### config.mk
export PLATFORM = sky130hd
export DESIGN_NAME = coeff_update_sequencer_flat
export DESIGN_NICKNAME = d
export VERILOG_FILES = /design/src/rtl/coeff_update_sequencer_if.sv /design/src/rtl/coeff_update_sequencer.sv /design/src/flat_wrapper.sv
export SDC_FILE = /design/constraint.sdc
export NUM_CORES = 1
export LEC_CHECK = 0
export BUFFER_PORTS_ARGS = -buffer_cell sky130_fd_sc_hd__buf_4
export CORE_MARGIN = 4
export CORE_UTILIZATION = 45
export CTS_CLUSTER_DIAMETER = 100
export DETAILED_ROUTE_END_ITERATION = 12
export SYNTH_ARGS = -nofsm -noshare
export SYNTH_HDL_FRONTEND = slang
export SYNTH_SLANG_ARGS = --single-unit
### constraint.sdc
create_clock -name sys_clk -period 2.74 [get_ports sys_clk]
set_input_delay 0.274 -clock sys_clk [delete_from_list [all_inputs] [get_ports sys_clk]]
set_output_delay 0.274 -clock sys_clk [all_outputs]
set_load 0.05 [all_outputs]
### src/rtl/coeff_update_sequencer_if.sv
// coeff_update_sequencer_if: coefficient push, commit command and coefficient write bus
interface coeff_update_sequencer_if;
  logic        wr_valid;
  logic [15:0] wr_data;
  logic        wr_ready;
  logic        cmd_valid;
  logic [1:0]  cmd_axis;
  logic [1:0]  cmd_bank;
  logic        cmd_swap;
  logic        cmd_ready;
  logic        update_en;
  logic [1:0]  update_axis;
  logic [1:0]  update_bank;
  logic [3:0]  update_index;
  logic [15:0] update_value;
  modport master (
    output wr_valid, wr_data, cmd_valid, cmd_axis, cmd_bank, cmd_swap,
    input  wr_ready, cmd_ready, update_en, update_axis, update_bank, update_index, update_value
  );
  modport slave (
    input  wr_valid, wr_data, cmd_valid, cmd_axis, cmd_bank, cmd_swap,
    output wr_ready, cmd_ready, update_en, update_axis, update_bank, update_index, update_value
  );
endinterface

### src/rtl/coeff_update_sequencer.sv
// coeff_update_sequencer: buffers a tap set, streams it to the signal path and optionally swaps the active bank on a sample boundary
module coeff_update_sequencer #(
  parameter int NTAPS = 16
) (
  input  logic                        sys_clk,
  input  logic                        reset,
  coeff_update_sequencer_if.slave     bus,
  input  logic                        sample_strobe,
  output logic [1:0]                  x_bank,
  output logic [1:0]                  y_bank,
  output logic [1:0]                  z_bank,
  output logic                        busy,
  output logic                        done,
  output logic                        error,
  input  logic                        err_clr
);
  typedef enum logic [1:0] {IDLE, STREAM, WAIT_SAMPLE, FINISH} state_t;
  localparam logic [4:0] FULL = 5'(NTAPS);
  localparam logic [3:0] LAST = 4'(NTAPS - 1);
  state_t      state, state_nxt;
  logic [15:0] tap_buf [NTAPS];
  logic [4:0]  count;
  logic [3:0]  next_index;
  logic [1:0]  cur_bank;
  logic        lat_swap, idle, accept, reject, last_tap, wr_fire, swap_now;
  always_comb begin
    idle       = state == IDLE;
    cur_bank   = bus.cmd_axis == 2'd0 ? x_bank : bus.cmd_axis == 2'd1 ? y_bank : z_bank;
    reject     = idle && bus.cmd_valid && (count != FULL || bus.cmd_axis == 2'd3 || bus.cmd_bank == cur_bank);
    accept     = idle && bus.cmd_valid && !reject;
    last_tap   = bus.update_index == LAST;
    next_index = bus.update_index + 4'd1;
    wr_fire    = bus.wr_valid && bus.wr_ready;
    swap_now   = state == WAIT_SAMPLE && sample_strobe;
  end
  always_ff @(posedge sys_clk or posedge reset)
    if (reset) state <= IDLE;
    else       state <= state_nxt;
  always_comb begin
    state_nxt = idle ? (accept ? STREAM : IDLE) :
                state == STREAM ? (last_tap ? (lat_swap ? WAIT_SAMPLE : FINISH) : STREAM) :
                state == WAIT_SAMPLE ? (sample_strobe ? FINISH : WAIT_SAMPLE) : IDLE;
  end
  always_comb begin
    bus.cmd_ready = idle;
    bus.wr_ready  = idle && count < FULL && !bus.cmd_valid;
    busy          = !idle;
    done          = state == FINISH;
  end
  always_ff @(posedge sys_clk)
    if (wr_fire) tap_buf[count[3:0]] <= bus.wr_data;
  // The latched axis/bank live in the update bus registers, which hold while idle.
  always_ff @(posedge sys_clk or posedge reset)
    if (reset) begin
      count            <= '0;
      error            <= 1'b0;
      lat_swap         <= 1'b0;
      x_bank           <= '0;
      y_bank           <= '0;
      z_bank           <= '0;
      bus.update_en    <= 1'b0;
      bus.update_axis  <= '0;
      bus.update_bank  <= '0;
      bus.update_index <= '0;
      bus.update_value <= '0;
    end else begin
      count <= (reject || state == FINISH) ? '0 : wr_fire ? count + 5'd1 : count;
      error <= reject || (error && !err_clr);
      if (accept) begin
        lat_swap         <= bus.cmd_swap;
        bus.update_en    <= 1'b1;
        bus.update_axis  <= bus.cmd_axis;
        bus.update_bank  <= bus.cmd_bank;
        bus.update_index <= '0;
        bus.update_value <= tap_buf[0];
      end else if (state == STREAM) begin
        bus.update_en <= !last_tap;
        if (!last_tap) begin
          bus.update_index <= next_index;
          bus.update_value <= tap_buf[next_index];
        end
      end
      if (swap_now && bus.update_axis == 2'd0) x_bank <= bus.update_bank;
      if (swap_now && bus.update_axis == 2'd1) y_bank <= bus.update_bank;
      if (swap_now && bus.update_axis == 2'd2) z_bank <= bus.update_bank;
    end
endmodule
### src/flat_wrapper.sv
// flat-port wrapper written by rule: the top's interface ports become plain ports
module coeff_update_sequencer_flat 
#(
  parameter int NTAPS = 16
)
  (sys_clk, reset, sample_strobe, x_bank, y_bank, z_bank, busy, done, error, err_clr, bus_wr_valid, bus_wr_data, bus_cmd_valid, bus_cmd_axis, bus_cmd_bank, bus_cmd_swap, bus_wr_ready, bus_cmd_ready, bus_update_en, bus_update_axis, bus_update_bank, bus_update_index, bus_update_value);
  coeff_update_sequencer_if bus_i ();
  input  logic sys_clk;
  input  logic reset;
  input  logic sample_strobe;
  output logic [1:0] x_bank;
  output logic [1:0] y_bank;
  output logic [1:0] z_bank;
  output logic busy;
  output logic done;
  output logic error;
  input  logic err_clr;
  input wire logic [$bits(bus_i.wr_valid)-1:0] bus_wr_valid;
  input wire logic [$bits(bus_i.wr_data)-1:0] bus_wr_data;
  input wire logic [$bits(bus_i.cmd_valid)-1:0] bus_cmd_valid;
  input wire logic [$bits(bus_i.cmd_axis)-1:0] bus_cmd_axis;
  input wire logic [$bits(bus_i.cmd_bank)-1:0] bus_cmd_bank;
  input wire logic [$bits(bus_i.cmd_swap)-1:0] bus_cmd_swap;
  output wire logic [$bits(bus_i.wr_ready)-1:0] bus_wr_ready;
  output wire logic [$bits(bus_i.cmd_ready)-1:0] bus_cmd_ready;
  output wire logic [$bits(bus_i.update_en)-1:0] bus_update_en;
  output wire logic [$bits(bus_i.update_axis)-1:0] bus_update_axis;
  output wire logic [$bits(bus_i.update_bank)-1:0] bus_update_bank;
  output wire logic [$bits(bus_i.update_index)-1:0] bus_update_index;
  output wire logic [$bits(bus_i.update_value)-1:0] bus_update_value;
  assign bus_i.wr_valid = bus_wr_valid;
  assign bus_i.wr_data = bus_wr_data;
  assign bus_i.cmd_valid = bus_cmd_valid;
  assign bus_i.cmd_axis = bus_cmd_axis;
  assign bus_i.cmd_bank = bus_cmd_bank;
  assign bus_i.cmd_swap = bus_cmd_swap;
  assign bus_wr_ready = bus_i.wr_ready;
  assign bus_cmd_ready = bus_i.cmd_ready;
  assign bus_update_en = bus_i.update_en;
  assign bus_update_axis = bus_i.update_axis;
  assign bus_update_bank = bus_i.update_bank;
  assign bus_update_index = bus_i.update_index;
  assign bus_update_value = bus_i.update_value;
  coeff_update_sequencer #(.NTAPS(NTAPS)) u_core (.sys_clk(sys_clk), .reset(reset), .bus(bus_i), .sample_strobe(sample_strobe), .x_bank(x_bank), .y_bank(y_bank), .z_bank(z_bank), .busy(busy), .done(done), .error(error), .err_clr(err_clr));
endmodule
==> impl_table.tex <==
\begin{tabular}{lr}
\hline
Metric & Value \\
\hline
\multicolumn{2}{l}{\textbf{Finish}} \\
\quad Post-route cell area & 13800 sq um \\
\quad Number of nets in the layout & 733 \\
\quad Share of layout cells above drive strength 1 & 31.22\% \\
\quad Diode count & 0 \\
\quad Synthesis-to-finish area growth & 17.59\% \\
\multicolumn{2}{l}{\textbf{Worst setup path}} \\
\quad Worst-path cell with the longest stage delay & sky130\_fd\_sc\_hd\_\_dfrtp\_4 \\
\quad Type of the worst setup path & flop to flop \\
\quad Worst Setup End Kind & flop \\
\quad Biggest cell delay along the critical path & 490 ps \\
\quad Worst Path Arrival & 2720 ps \\
\quad Worst endpoint required time & 3160 ps \\
\quad Kind of start point of the critical path & flop \\
\quad Critical path, cell by cell & ha\_2 -> buf\_4 -> mux4\_2 -> mux2i\_1 -> o22ai\_1 -> a211o\_1 \\
\quad Count of cells along the worst register-to-register path & 6 \\
\quad Crit Path Max Fanout & 12 \\
\multicolumn{2}{l}{\textbf{Pwr}} \\
\quad Peak supply drop & 414.9 uV \\
\quad Power density over cell area & 657.5 nW/um\^{}2 \\
\quad LEAKAGE & 4.784 nW \\
\quad Total power & 9.074 mW \\
\multicolumn{2}{l}{\textbf{Route}} \\
\quad Detailed Route WL & 27.71 mm \\
\quad First drt pass iteration count & 5 \\
\quad Via-per-instance ratio & 5.865 \\
\quad DRC violation total after the first TritonRoute iteration & 587 \\
\quad Via Count & 6182 \\
\quad Post-route ant nets & 0 \\
\quad Drc violations & 0 \\
\quad Average wire length per cell after detail routing & 26.29 microns \\
\multicolumn{2}{l}{\textbf{Floorplan}} \\
\quad Num rows & 58 \\
\quad Die extent in x & 169.5 microns \\
\quad Die footprint & 28730 sq um \\
\quad Core area & 25400 sq um \\
\quad Count of pins on the block boundary & 63 \\
\quad Die Span Y & 169.5 microns \\
\quad Initial core utilization & 46.21\% \\
\multicolumn{2}{l}{\textbf{Global routing}} \\
\quad Grt total ovfl & 0 \\
\quad Maximum number of pins on one net before global-route repair & 69 \\
\quad Initial antenna violation count & 0 \\
\quad First-pass GRT wire length & 41.57 mm \\
\quad GRT Overall Usage & 19.49\% \\
\quad Via count of the first global-routing pass & 6478 \\
\multicolumn{2}{l}{\textbf{Yosys}} \\
\quad FF+latch count, synth & 296 \\
\quad Mean area per synthesized cell & 19.46 sq um \\
\quad Yosys synthesis warning count & 0 \\
\quad Synthesized cell area & 11740 sq um \\
\quad Cells after synthesis & 603 \\
\quad Net count of the mapped netlist & 635 \\
\quad Sequential cell area fraction in the yosys report & 74.03\% \\
\quad Number of library cell types mapped by synthesis & 40 \\
\multicolumn{2}{l}{\textbf{Clock network}} \\
\quad Buffer levels on the longest clock path & 3 \\
\quad TritonCTS Buffers & 30 \\
\quad CTS clock-pin slew for the worst setup and hold paths & 60 ps \\
\quad TritonCTS clock tree & built \\
\quad Hold buffer count at CTS & 5 \\
\quad H-tree levels & 1 \\
\quad Clock Sinks & 296 \\
\quad Clock latency reported for the late side of the worst-skew pair & 540 ps \\
\quad Root cell of the clock tree & sky130\_fd\_sc\_hd\_\_clkbuf\_16 \\
\quad Number of setup buffers added after CTS & 0 \\
\quad CTS-repair resized insts & 0 \\
\multicolumn{2}{l}{\textbf{STA}} \\
\quad Number of setup violations in the final report & 0 \\
\quad Hold Violations, Final & 0 \\
\quad Final cycle utilization of the critical path & 83.87\% \\
\quad Maximum achievable frequency & 435.2 MHz \\
\quad Unrepaired setup endpoints after global routing & false \\
\quad Clock Skew & 10.45 ps \\
\quad Post-route worst setup slack & 442.1 ps \\
\quad Transition at the pin with the smallest max-transition slack & 760.7 ps \\
\quad Number of max-slew violations in the final report & 0 \\
\quad Tightest slew margin relative to the limit & 48.97\% \\
\quad Min Tclk post-route & 2298 ps \\
\quad Worst hold margin & 28.87 ps \\
\multicolumn{2}{l}{\textbf{Min path}} \\
\quad WHS Path Cells & 2 \\
\quad Kind of path behind the tightest hold check & primary input to flop \\
\multicolumn{2}{l}{\textbf{Place}} \\
\quad RD Place Congestion & 0.7921 \\
\quad Post-place instance area & 12790 sq um \\
\quad Setup slack after placement & 446.0 ps \\
\quad Port bufs & 62 \\
\quad Final HPWL DP & 15.20 mm \\
\multicolumn{2}{l}{\textbf{Status}} \\
\quad Status & finished, final reports clean \\
\multicolumn{2}{l}{\textbf{Run}} \\
\quad Count of max-cap constraint violations & 0 \\
\hline
\end{tabular}
per-layer routing:
metal	vias up	part of all wire, %	global-route usage [%]	wire, microns
li1	2643	-	-	-
met1	3242	42	27.84	11520
met2	251	48	31.04	13250
met3	46	7.6	3.517	2114
met4	0	3.0	6.020	833
met5	-	0	0	0
Yosys cell counts, drive strengths merged:
cell type  number  area (sq um)
mux4           62          1396
a211o          17         148.9
a2111o          1         11.26
o211ai          3         22.52
edfxtp        256          7687
and2            5         31.28
o211a           1         10.01
nor3           10         50.05
a21oi          20         100.1
nor2           18         67.56
nor4            1         6.260
o2bb2ai         2         17.52
buf            21         133.9
a311oi          2         17.52
o21ai           2         10.01
mux2i          36         360.4
mux2           11         123.9
nand3           2         10.01
inv             6         22.52
a41oi           2         25.03
nor2b           3         18.77
xnor2           3         26.28
o21ba           1         10.01
clkbuf         11         41.29
ha              5         62.56
nand2          33         123.9
nand4           2         12.51
and2b           1         7.510
or2             1         6.260
o22ai          16         100.1
nand2b          4         25.02
xor2            3         33.79
nor3b           1         7.510
dfrtp          40          1001
nand3b          1         7.510
cell families after synthesis:
| logic type | count (synthesis) | share of synthesized area, % |
|---|---|---|
| xor gates and xnor gates | 6 | 0.5118 |
| adders and majority gates | 5 | 0.5330 |
| AOI/OAI and AO/OA | 67 | 4.030 |
| and+or+nand+nor | 82 | 3.188 |
| buffers and inverters | 38 | 1.684 |
| muxes | 109 | 16.02 |
| DFF | 296 | 74.03 |
power breakdown:
group,total (mW),internal (mW),switching [mW]
Clock,3.96,2.35,1.61
Combinational,0.184,0.0623,0.122
Sequential,4.93,4.92,0.0106
critical path, delay by kind of cell, from the launching register on:
kind            cells  cell delay (ps)
compound gates      2              390
mux                 2              520
flops               1              490
fa+ha+maj           1              480
buf+inv             1              290
cell usage in the layout (no fill, tap or decap), types with 4 or more instances in the layout:
cell type,n
sky130_fd_sc_hd__mux4_2,62
sky130_fd_sc_hd__mux2i_1,36
sky130_fd_sc_hd__clkinv_1,4
sky130_fd_sc_hd__nor2_1,11
sky130_fd_sc_hd__edfxtp_1,256
sky130_fd_sc_hd__o22ai_1,16
sky130_fd_sc_hd__nand2_1,33
sky130_fd_sc_hd__nor3_2,4
sky130_fd_sc_hd__nor2_2,7
sky130_fd_sc_hd__dlygate4sd3_1,5
sky130_fd_sc_hd__clkbuf_16,31
sky130_fd_sc_hd__nand2b_1,4
sky130_fd_sc_hd__nor3_1,6
sky130_fd_sc_hd__dfrtp_1,39
sky130_fd_sc_hd__a21oi_1,20
sky130_fd_sc_hd__buf_12,4
sky130_fd_sc_hd__ha_1,4
sky130_fd_sc_hd__a211o_1,17
sky130_fd_sc_hd__and2_1,5
sky130_fd_sc_hd__clkinv_2,7
sky130_fd_sc_hd__inv_1,5
sky130_fd_sc_hd__buf_4,89
sky130_fd_sc_hd__mux2_2,11
sky130_fd_sc_hd__clkbuf_1,10
through the flow:
step	instances	setup TNS, ps	util, %
3_5_place_dp	994	0	50.36
2_1_floorplan	603	-305.9	-
4_1_cts	1054	0	54.34
5_1_grt	1054	0	54.34
6_report	1054	0	54.34
3_3_place_gp	994	0	50.36
state kept, by name (all words and copies together) (netlist names):
register                 cells
u_core.x_bank                2
u_core.bus.update_bank       2
u_core.state                 2
u_core.bus.update_index      4
u_core.z_bank                2
u_core.y_bank                2
u_core.error                 1
u_core.bus.update_axis       2
u_core.tap_buf             256
u_core.bus.update_value     16
u_core.count                 5
u_core.bus.update_en         1
u_core.lat_swap              1
final cells by class:
cell class / instances / area [sq um]
clock buffer: 41 / 813.3
clock inverter: 14 / 145.1
fill: 1984 / 11600
inverter: 6 / 22.52
multi-input combinational: 269 / 2917
sequential: 296 / 8692
tap: 330 / 412.9
timing repair buffer: 98 / 798.3
worst paths after layout:
check	startpoint	to	slack [ps]
setup / recovery	u_core.bus.update_index[0]	u_core.bus.update_value[12]	440
hold / removal	bus_cmd_axis[0]	u_core.bus.update_axis[0]	30
setup reg to reg	u_core.bus.update_index[0]	u_core.bus.update_value[12]	440
hold reg to reg	u_core.tap_buf[0][3]	u_core.bus.update_value[3]	480
max in group asynchronous	reset	u_core.bus.update_index[0]	1790
min in group asynchronous	reset	u_core.count[0]	330
No activity file was read; power rests on OpenSTA's default activity.
